File: config.mk
export PLATFORM = sky130hd
export DESIGN_NAME = ddr_burst_arb
export DESIGN_NICKNAME = d
export VERILOG_FILES = /design/src/rtl/ddr_arb_pkg.sv /design/src/rtl/ddr_arb_pick.sv /design/src/rtl/ddr_burst_arb.sv
export SDC_FILE = /design/constraint.sdc
export NUM_CORES = 1
export LEC_CHECK = 0
export ABC_CLOCK_PERIOD_IN_PS = 3100
export CELL_PAD_IN_SITES_DETAIL_PLACEMENT = 1
export CELL_PAD_IN_SITES_GLOBAL_PLACEMENT = 1
export CORE_MARGIN = 3
export CORE_UTILIZATION = 30
export CTS_CLUSTER_SIZE = 12
export DETAILED_ROUTE_END_ITERATION = 6
export MAX_ROUTING_LAYER = met4
export PLACE_DENSITY = 0.84
export SLEW_MARGIN = 20
export SYNTH_ARGS = -nofsm -noshare
export SYNTH_HDL_FRONTEND = slang
export SYNTH_HIERARCHICAL = 1
export SYNTH_SLANG_ARGS = --single-unit
File: constraint.sdc
create_clock -name clk -period 3.1 [get_ports clk]
set_clock_uncertainty 0.05 [all_clocks]
set_input_delay 0.62 -clock clk [delete_from_list [all_inputs] [get_ports clk]]
set_output_delay 0.62 -clock clk [all_outputs]
set_load 0.01 [all_outputs]
File: src/rtl/ddr_arb_pkg.sv
// Shared types and constants for the DDR3 UI burst arbiter.
package ddr_arb_pkg;

  typedef enum logic [1:0] {
    IDLE      = 2'd0,
    ISSUE     = 2'd1,
    WAIT_DONE = 2'd2
  } arb_state_t;

  localparam int ADDR_W_DEF = 30;

  localparam int REQ_MASK_RD = 0;
  localparam int REQ_IMG_WR  = 1;
  localparam int REQ_IMG_RD  = 2;

  localparam logic [2:0] CMD_WR = 3'b000;
  localparam logic [2:0] CMD_RD = 3'b001;

endpackage

File: src/rtl/ddr_arb_pick.sv
// Combinational winner select: lowest-index starved requester, else lowest-index requester.
module ddr_arb_pick #(
  parameter int N_REQ = 3
) (
  input  logic [N_REQ-1:0] req,
  input  logic [N_REQ-1:0] starved,
  output logic [N_REQ-1:0] win_oh,
  output logic [1:0]       win_idx
);

  logic [N_REQ-1:0] cand;
  logic             found;

  always_comb begin
    cand    = (|(req & starved)) ? (req & starved) : req;
    win_oh  = '0;
    win_idx = '0;
    found   = 1'b0;
    for (int i = 0; i < N_REQ; i++) begin
      if (cand[i] && !found) begin
        win_oh[i] = 1'b1;
        win_idx   = 2'(i);
        found     = 1'b1;
      end
    end
  end

endmodule

File: src/rtl/ddr_burst_arb.sv
// Fixed-priority burst arbiter with starvation aging and engine timeout in front of one DDR3 UI burst engine.
// Optional grant/timeout statistics are built when DDR_BURST_ARB_STATS_EN is defined.
module ddr_burst_arb
  import ddr_arb_pkg::*;
#(
  parameter int N_REQ    = 3,
  parameter int ADDR_W   = ADDR_W_DEF,
  parameter int MAX_WAIT = 8,
  parameter int TIMEOUT  = 1024
) (
  input  logic                    clk,
  input  logic                    reset,
  input  logic                    calib_done,
  input  logic [N_REQ-1:0]        req,
  input  logic [N_REQ-1:0]        req_wr,
  input  logic [N_REQ*ADDR_W-1:0] req_addr,
  output logic [N_REQ-1:0]        gnt,
  output logic                    eng_start,
  output logic                    eng_wr,
  output logic [ADDR_W-1:0]       eng_addr,
  input  logic                    eng_done,
  output logic [1:0]              active_id,
  output logic                    busy,
  output logic                    err_timeout,
  input  logic [1:0]              stat_sel,
  output logic [31:0]             stat_data,
  output logic [1:0]              dbg_state
);

  // Handshake: a requester holds req[i] high until it sees its one-cycle gnt[i];
  // dropping req earlier withdraws the request. The engine owns the burst from
  // eng_start until it returns a single eng_done pulse.
  localparam int WAIT_W = $clog2(MAX_WAIT + 1);
  localparam int TMO_W  = $clog2(TIMEOUT);

  arb_state_t        state;
  logic [WAIT_W-1:0] wait_cnt [N_REQ];
  logic [N_REQ-1:0]  starved;
  logic [N_REQ-1:0]  win_oh;
  logic [1:0]        win_idx;
  logic [ADDR_W-1:0] win_addr;
  logic [TMO_W-1:0]  tmo_cnt;
  logic              grant_now;
  logic              tmo_fire;

  assign dbg_state = state;
  assign grant_now = (state == IDLE) && calib_done && (|req);
  assign tmo_fire  = (state == WAIT_DONE) && !eng_done && (tmo_cnt == TMO_W'(TIMEOUT - 1));

  always_comb begin
    for (int i = 0; i < N_REQ; i++) starved[i] = (wait_cnt[i] == WAIT_W'(MAX_WAIT));
  end

  always_comb begin
    win_addr = '0;
    for (int i = 0; i < N_REQ; i++) begin
      if (win_oh[i]) win_addr = req_addr[i*ADDR_W +: ADDR_W];
    end
  end

  ddr_arb_pick #(.N_REQ(N_REQ)) u_pick (
    .req     (req),
    .starved (starved),
    .win_oh  (win_oh),
    .win_idx (win_idx)
  );

  // Losers that are still requesting age by one per grant; idle requesters forget their wait.
  always_ff @(posedge clk or posedge reset) begin
    if (reset) begin
      for (int i = 0; i < N_REQ; i++) wait_cnt[i] <= '0;
    end else begin
      for (int i = 0; i < N_REQ; i++) begin
        if (!req[i]) begin
          wait_cnt[i] <= '0;
        end else if (grant_now) begin
          if (win_oh[i])                              wait_cnt[i] <= '0;
          else if (wait_cnt[i] != WAIT_W'(MAX_WAIT))  wait_cnt[i] <= wait_cnt[i] + 1'b1;
        end
      end
    end
  end

  always_ff @(posedge clk or posedge reset) begin
    if (reset) begin
      state       <= IDLE;
      gnt         <= '0;
      eng_start   <= 1'b0;
      eng_wr      <= 1'b0;
      eng_addr    <= '0;
      active_id   <= '0;
      busy        <= 1'b0;
      err_timeout <= 1'b0;
      tmo_cnt     <= '0;
    end else begin
      gnt       <= '0;
      eng_start <= 1'b0;
      case (state)
        IDLE: begin
          if (grant_now) begin
            gnt       <= win_oh;
            eng_start <= 1'b1;
            busy      <= 1'b1;
            eng_wr    <= |(req_wr & win_oh);
            eng_addr  <= win_addr;
            active_id <= win_idx;
            tmo_cnt   <= '0;
            state     <= ISSUE;
          end
        end
        ISSUE: begin
          tmo_cnt <= tmo_cnt + 1'b1;
          state   <= WAIT_DONE;
        end
        WAIT_DONE: begin
          if (eng_done) begin
            busy  <= 1'b0;
            state <= IDLE;
          end else if (tmo_fire) begin
            err_timeout <= 1'b1;
            busy        <= 1'b0;
            state       <= IDLE;
          end else begin
            tmo_cnt <= tmo_cnt + 1'b1;
          end
        end
        default: state <= IDLE;
      endcase
    end
  end

`ifdef DDR_BURST_ARB_STATS_EN
  logic [31:0] gnt_cnt [N_REQ];
  logic [31:0] tmo_evt;
  logic [31:0] stat_next;

  always_comb begin
    stat_next = '0;
    if (stat_sel == 2'd3) begin
      stat_next = tmo_evt;
    end else begin
      for (int i = 0; i < N_REQ; i++) begin
        if (stat_sel == 2'(i)) stat_next = gnt_cnt[i];
      end
    end
  end

  always_ff @(posedge clk or posedge reset) begin
    if (reset) begin
      for (int i = 0; i < N_REQ; i++) gnt_cnt[i] <= '0;
      tmo_evt   <= '0;
      stat_data <= '0;
    end else begin
      for (int i = 0; i < N_REQ; i++) begin
        if (grant_now && win_oh[i]) gnt_cnt[i] <= gnt_cnt[i] + 32'd1;
      end
      if (tmo_fire) tmo_evt <= tmo_evt + 32'd1;
      stat_data <= stat_next;
    end
  end
`else
  logic unused_stat_sel;
  assign unused_stat_sel = ^stat_sel;
  assign stat_data       = '0;
`endif

endmodule
==> results of run 1 <==
## worst paths after layout
| kind | startpoint | endpoint | slack [ps] |
|---|---|---|---|
| min in group asynchronous | reset | eng_addr[3]$_DFFE_PP0P_ | 640 |
| hold reg to reg | eng_addr[17]$_DFFE_PP0P_ | eng_addr[17]$_DFFE_PP0P_ | 430 |
| hold / removal | eng_addr[17]$_DFFE_PP0P_ | eng_addr[17]$_DFFE_PP0P_ | 430 |
| max in group asynchronous | reset | gnt[1]$_DFF_PP0_ | 1740 |
| setup reg to reg | wait_cnt[4]$_DFFE_PP0P_ | wait_cnt[6]$_DFFE_PP0P_ | 310 |
| setup / recovery | wait_cnt[4]$_DFFE_PP0P_ | wait_cnt[6]$_DFFE_PP0P_ | 310 |
## through the flow
| step | instance area (µm²) | setup slack [ps] | std cells |
|---|---|---|---|
| finish | 5630 | 309 | 721 |
| detailed placement | 5350 | 16.3 | 705 |
| floorplan | 3950 | 820 | 443 |
| CTS | 5630 | 150 | 721 |
| global route | 5630 | 30.3 | 721 |
| global placement | 5350 | 9.38 | 705 |
## worst min-delay path: stages, from the launching register on
cell	delay, ps
dfrtp_1	340
nand2_1	50
o31ai_1	60
## state kept, by name (all words and copies together) (netlist names)
register     cells
tmo_cnt         10
dbg_state        2
active_id        2
busy             1
err_timeout      1
eng_wr           1
wait_cnt        12
gnt              3
eng_addr        30
eng_start        1
## cell usage in the layout (no fill, tap or decap), types with 2 or more instances in the layout
master,count
clkbuf_16,9
o31ai_1,38
nor2b_1,31
a211oi_1,2
o41ai_1,4
and2_1,4
o21ai_0,13
nand3_1,8
dfrtp_1,63
o2bb2ai_1,2
mux2i_1,3
conb_1,32
clkinv_2,4
inv_1,17
clkbuf_8,2
buf_12,2
o21a_1,6
clkdlybuf4s50_1,140
nor2_1,6
o21ai_1,3
nand2b_1,11
a21o_1,3
ha_1,11
a221oi_1,29
nor4bb_1,2
a21boi_0,5
o22ai_1,2
nor3_1,4
nand3b_1,3
nand3_2,2
a21oi_1,8
and3_1,2
buf_4,11
nand2_1,47
## metal layers
| layer | track usage | vias up | part of all wire |
|---|---|---|---|
| li1 | - | 1706 | - |
| met1 | 0.199 | 1817 | 0.40 |
| met2 | 0.330 | 110 | 0.54 |
| met3 | 0.0313 | 17 | 0.043 |
| met4 | 0.0565 | 0 | 0.018 |
| met5 | - | - | 0 |
## power by group through the flow
stage          sequential [mW]  clock [mW]  combinational (mW)
2_1_floorplan             1.34           0               0.699
3_3_place_gp              1.24           0                1.54
3_5_place_dp              1.26           0                1.62
4_1_cts                   1.25       0.962                1.63
5_1_grt                   1.28        1.00                1.76
6_report                  1.25       0.932                1.60
## cell families after synthesis
family / count (synthesis) / synth area share
simple gates: 132 / 0.189
compound gates: 124 / 0.242
buf+inv: 77 / 0.111
flops: 63 / 0.411
fa+ha+maj: 11 / 0.0359
mux: 4 / 0.0108
other cells: 1 / 0.000977
## cell type report
type / instances / area (µm²)
Clock buffer: 12 / 256
Clock inverter: 4 / 20.0
Fill cell: 1411 / 6630
Inverter: 18 / 67.6
Multi-Input combinational cell: 303 / 1970
Sequential cell: 63 / 1580
Tap cell: 168 / 210
Timing Repair Buffer: 153 / 1520
==> run_results.csv, run 1 <==
group,metric,value,unit
logic_synthesis,synth_edf_count,0,
drt,drc_errors,0,
clock_network,clk_path_buf_depth,2,
power,p_sw,1.32,mW
logic_synthesis,synthDominantCellAreaShare,0.411,
hold_path,hold_path.class,"register to register",
worst_setup_path,cp_max_fo,37,
worst_setup_path,crit_cells,11,
final_layout,drive_gt1_frac,0.0705,
floorplanning,fp.dieH,119,µm
logic_synthesis,yosysSeqAreaShare,0.411,
logic_synthesis,synth_commonest_cells,"dfrtp_1, nand2_1, o31ai_1, buf_4, nor2b_1",
logic_synthesis,async_flop_share,1.00,
sta,relSlewSlack,0.501,
floorplanning,core_area,0.0123,mm²
global_route,grt.total_usage,0.180,
logic_synthesis,synthFlopType,"dfrtp_1",
worst_setup_path,slowest_delay,410,ps
final_layout,diodes,0,
floorplanning,rows,40,
sta,layout_min_cycle_time,2790,ps
clock_network,cts-resized-gates,0,
logic_synthesis,synth_cell_types,52,
global_route,grt_pass1_vias,3955,
sta,rsz0062_at_grt,"no",
worst_setup_path,critical_path_required,3260,ps
power,p_clk_frac,0.247,
worst_setup_path,critical_path.most_common_cell,"inv_1",
logic_synthesis,syn_area,0.00384,mm²
final_layout,fin_util,0.459,
floorplanning,io_pins,175,
sta,fin_crit_sh,0.900,
logic_synthesis,yosysTopAreaCell,"dfrtp_1",
sta,fmax,0.358,GHz
drt,vias_per_cell,5.06,
drt,routed_wirelength,12500,µm
worst_setup_path,cp-end-kind,"register",
worst_setup_path,crit_buf_inv,3,
clock_network,cts_tree,"done",
clock_network,htreeDepth,3,
power,combPwrFrac,0.423,
floorplanning,start_util,0.313,
power,cellLeakagePower,2.37,nW
drt,drt_iter0_drc,192,
sta,setup_tns,0,ps
power,power,3.78,mW
sta,drv_slew,0,
worst_setup_path,startpoint_type,"register",
worst_setup_path,cp_top_family,"compound AO/OA/AOI/OAI gates",
global_route,grt_max_degree,56,
clock_network,clockRootBuffer,"clkbuf_16",
power,p_int,2.46,mW
sta,hold_ws,427,ps
sta,tightest_slew,747,ps
logic_synthesis,synth_most_common_cell,"dfrtp_1",
sta,setup_viol,0,
sta,hold_violations,0,
clock_network,hold_buffers,0,
placement,hpwl,9410,µm
power,seq_power_share,0.330,
job,cap_violations,0,
drt,detail-route-antenna-nets,0,
worst_setup_path,crit_path_top_delay_cell,"buf_4",
placement,port_buffers,140,
hold_path,hold_depth,2,
final_layout,syn_to_final_growth,46.7,%
logic_synthesis,syn_avg_cell_area,9.31,µm²
power,p_per_area,671,mW/mm²
drt,first_pass_iters,4,
drt,vias,3650,
global_route,overflow,0,
status,status,"finished, final reports clean",
final_layout,nNetsFinal,661,
floorplanning,dieArea,0.0142,mm²
power,ir_drop,239,µV
clock_network,cts_buffers,9,
placement,place_congestion,0.862,
drt,wire_per_inst,17.4,µm
floorplanning,die_width,119,µm
logic_synthesis,yosysWarnings,6,
logic_synthesis,ys_ff_latch,63,
clock_network,worstSkewPairLatency,330,ps
worst_setup_path,crit_arrival,2950,ps
worst_setup_path,cp_cell_sequence,"inv_1, ha_1, nand3b_1, inv_1, a21boi_0, o21a_1, buf_4, nor4bb_1, o21ai_1, o21ai_0, o2bb2ai_1",
clock_network,clock-sinks,63,
global_route,grt_antenna_before_repair,0,
power,sw_frac_of_total,0.348,
clock_network,post-cts-setup-buffers,0,
global_route,grt_pass1_wl,20000,µm
clock_network,clk_pin_slew,50,ps
logic_synthesis,synth_area_leaders,"dfrtp_1, o31ai_1, buf_4",
worst_setup_path,critical_path_class,"register to register",
worst_setup_path,reg2reg_depth,11,
logic_synthesis,synthCells,412,
Power figures use the tool's default switching activity.
==> run 2, diff against run 1 <==
--- a/config.mk
+++ b/config.mk
@@ -5,15 +5,17 @@
 export SDC_FILE = /design/constraint.sdc
 export NUM_CORES = 1
 export LEC_CHECK = 0
+export ABC_AREA = 1
 export ABC_CLOCK_PERIOD_IN_PS = 3100
 export CELL_PAD_IN_SITES_DETAIL_PLACEMENT = 1
 export CELL_PAD_IN_SITES_GLOBAL_PLACEMENT = 1
 export CORE_MARGIN = 3
 export CORE_UTILIZATION = 30
+export CTS_BUF_LIST = sky130_fd_sc_hd__clkbuf_8
 export CTS_CLUSTER_SIZE = 12
 export DETAILED_ROUTE_END_ITERATION = 6
 export MAX_ROUTING_LAYER = met4
-export PLACE_DENSITY = 0.84
+export PLACE_DENSITY = 0.87
 export SLEW_MARGIN = 20
 export SYNTH_ARGS = -nofsm -noshare
 export SYNTH_HDL_FRONTEND = slang
==> run 2 against run 1 <==
  * Die area is 1.2% higher
  * Non-clock buffer count fell by 5
  * Global-route usage up 0.30 points
  * First-iteration DRC count down 30%
  * Sequential power about the same
==> run_results.csv, run 2 <==
group,metric,value,unit
global_route,grt_pass1_vias,4210,
placement,hpwl,9470,µm
floorplanning,die_width,120,µm
status,status,"finished, final reports clean",
worst_setup_path,cp_top_family,"buffers and inverters",
sta,setup_ws,586,ps
logic_synthesis,synth_most_common_cell,"nand2_1",
drt,vias_per_cell,4.70,
logic_synthesis,synthCells,512,
sta,fin_crit_sh,0.811,
worst_setup_path,critical_path_required,3280,ps
floorplanning,start_util,0.316,
power,cellLeakagePower,2.56,nW
global_route,grt_pass1_wl,20600,µm
worst_setup_path,slowest_delay,630,ps
job,cap_violations,0,
logic_synthesis,ys_ff_latch,63,
logic_synthesis,synth_edf_count,0,
worst_setup_path,reg2reg_depth,16,
final_layout,nNetsFinal,759,
worst_setup_path,startpoint_type,"input port",
final_layout,drive_gt1_frac,0.0876,
power,p_clk_frac,0.208,
final_layout,mostFrequentLayoutCells,"nand2_1, clkdlybuf4s50_1, dfrtp_1, a21oi_1, inv_1",
sta,hold_violations,0,
worst_setup_path,r2r-start,"wait_cnt[4]$_DFFE_PP0P_",
power,combPwrFrac,0.445,
global_route,grt_max_degree,64,
final_layout,top_regs,"eng_addr x30, wait_cnt x12, tmo_cnt x10",
placement,preCtsSetupSlack,173,ps
floorplanning,io_pins,175,
drt,routed_wirelength,12700,µm
logic_synthesis,yosysWarnings,6,
global_route,grt.total_usage,0.183,
sta,fmax,0.398,GHz
power,p_per_area,660,mW/mm²
drt,drc_errors,0,
worst_setup_path,critical_path.most_common_cell,"nand2_1",
clock_network,hold_buffers,0,
sta,rsz0062_at_grt,"no",
logic_synthesis,yosysSeqAreaShare,0.406,
floorplanning,rows,40,
final_layout,n_fill_cell,1535,
final_layout,seqCellArea,0.00158,mm²
logic_synthesis,yosysTopAreaCell,"dfrtp_1",
final_layout,diodes,0,
drt,wire_per_inst,15.4,µm
clock_network,cts_buffers,9,
final_layout,fin_util,0.449,
clock_network,clock-sinks,63,
logic_synthesis,async_flop_share,1.00,
worst_setup_path,crit_buf_inv,3,
power,seq_power_share,0.348,
logic_synthesis,synthDominantCellAreaShare,0.406,
power,p_sw,1.37,mW
logic_synthesis,synth_commonest_cells,"nand2_1, dfrtp_1, a21oi_1, buf_4, inv_1",
worst_setup_path,rrSetupSlack,620,ps
drt,vias,3853,
hold_path,hold_path.class,"register to register",
power,ir_drop,317,µV
logic_synthesis,synthFlopType,"dfrtp_1",
clock_network,cts_tree,"done",
floorplanning,fp.dieH,120,µm
sta,drv_slew,0,
worst_setup_path,crit_path_top_delay_cell,"clkdlybuf4s50_1",
sta,setup_tns,0,ps
clock_network,clk_path_buf_depth,2,
clock_network,worstSkewPairLatency,350,ps
worst_setup_path,cp_max_fo,30,
logic_synthesis,syn_avg_cell_area,7.59,µm²
clock_network,cts-resized-gates,0,
global_route,grt_antenna_before_repair,0,
worst_setup_path,critical_path_class,"input port to register",
sta,setup_viol,0,
final_layout,top_register,"eng_addr",
final_layout,instances_no_fill,819,
clock_network,clk_pin_slew,70,ps
placement,place_congestion,0.810,
worst_setup_path,cp_cell_sequence,"clkdlybuf4s50_1, nand2_2, nand3_2, nand2_1, nand2_2, inv_2, nor2_2, nor2_2, buf_4, nand2_1, a21oi_1, o21ai_0, nand2_1",
final_layout,largest_reg_flops,30,
worst_setup_path,r2r-end,"eng_addr[22]$_DFFE_PP0P_",
global_route,overflow,0,
drt,drt_iter0_drc,135,
clock_network,clockRootBuffer,"clkbuf_8",
placement,port_buffers,140,
power,p_int,2.28,mW
logic_synthesis,syn_area,0.00388,mm²
sta,layout_min_cycle_time,2510,ps
worst_setup_path,cp-end-kind,"register",
logic_synthesis,synth_cell_types,30,
drt,detail-route-antenna-nets,0,
worst_setup_path,crit_arrival,2690,ps
worst_setup_path,startpoint,"req[1]",
placement,post-place-cells,803,
floorplanning,dieArea,0.0144,mm²
clock_network,post-cts-setup-buffers,0,
drt,first_pass_iters,4,
worst_setup_path,crit_end,"eng_addr[22]$_DFFE_PP0P_",
final_layout,multiInputGateArea,0.00190,mm²
clock_network,htreeDepth,3,
worst_setup_path,crit_cells,13,
floorplanning,core_area,0.0123,mm²
final_layout,final_common_cell,"nand2_1",
power,sw_frac_of_total,0.375,
final_layout,syn_to_final_growth,42.2,%
logic_synthesis,synth_area_leaders,"dfrtp_1, nand2_1, a21oi_1",
## run 2: cell count changes after synthesis, moves of 16 or more
cell and delta:
a221oi_1 -29, o31ai_1 -38, nor2b_1 -31, inv_1 +16, nand2_1 +98, a21oi_1 +52, o21ai_1 +17
## run 2: worst reg2reg max path: cells and delay by family, from the launching register on
family | cells | cell delay, ps
buffers and inverters | 3 | 430
DFF | 1 | 410
AOI/OAI and AO/OA | 2 | 180
and+or+nand+nor | 10 | 1150
adders and majority gates | 1 | 160
## run 2: layout make-up
type / instances / area share
Clock inverter: 5 / 0.0102
Sequential cell: 63 / 0.285
Timing Repair Buffer: 148 / 0.269
Multi-Input combinational cell: 386 / 0.344
Tap cell: 168 / 0.0381
Inverter: 38 / 0.0258
Clock buffer: 11 / 0.0274
## run 2: cells by family after synthesis
| kind of cell | Yosys count | synth area share |
|---|---|---|
| compound gates | 118 | 0.162 |
| xor+xnor | 9 | 0.0203 |
| fa+ha+maj | 11 | 0.0354 |
| buf+inv | 94 | 0.136 |
| flops | 63 | 0.406 |
| other cells | 1 | 0.000965 |
| simple gates | 216 | 0.240 |
## run 2: how the worst min path moves through the flow
stage,depth (start not counted),from,end
after floorplan,2,wait_cnt[11]$_DFFE_PP0P_,wait_cnt[11]$_DFFE_PP0P_
after global placement,1,err_timeout$_DFFE_PP0P_,err_timeout$_DFFE_PP0P_
after detailed placement,1,err_timeout$_DFFE_PP0P_,err_timeout$_DFFE_PP0P_
after CTS,1,err_timeout$_DFFE_PP0P_,err_timeout$_DFFE_PP0P_
after global routing,1,err_timeout$_DFFE_PP0P_,err_timeout$_DFFE_PP0P_
final,1,err_timeout$_DFFE_PP0P_,err_timeout$_DFFE_PP0P_
## run 2: stage by stage
stage	area [µm²]	power, mW	hold slack, ps
floorplan	4000	2.12	440
global placement	5320	2.83	402
detailed placement	5320	2.93	408
CTS	5520	3.71	431
global route	5520	3.92	455
finish	5520	3.65	420
## run 2: metal layers
metal | vias to the layer above | global-route usage | wire (µm)
li1 | 1854 | - | -
met2 | 116 | 0.334 | 6580
met5 | - | - | 0
met4 | 0 | 0.0651 | 242
met3 | 17 | 0.0287 | 556
met1 | 1866 | 0.203 | 5270
## run 2: power groups by stage
stage                     Combinational, mW  Clock [mW]  Sequential (mW)
after floorplan                       0.751           0             1.37
after global placement                 1.57           0             1.26
after detailed placement               1.64           0             1.29
after CTS                              1.65       0.781             1.27
after global routing                   1.79       0.820             1.31
final                                  1.62       0.757             1.27
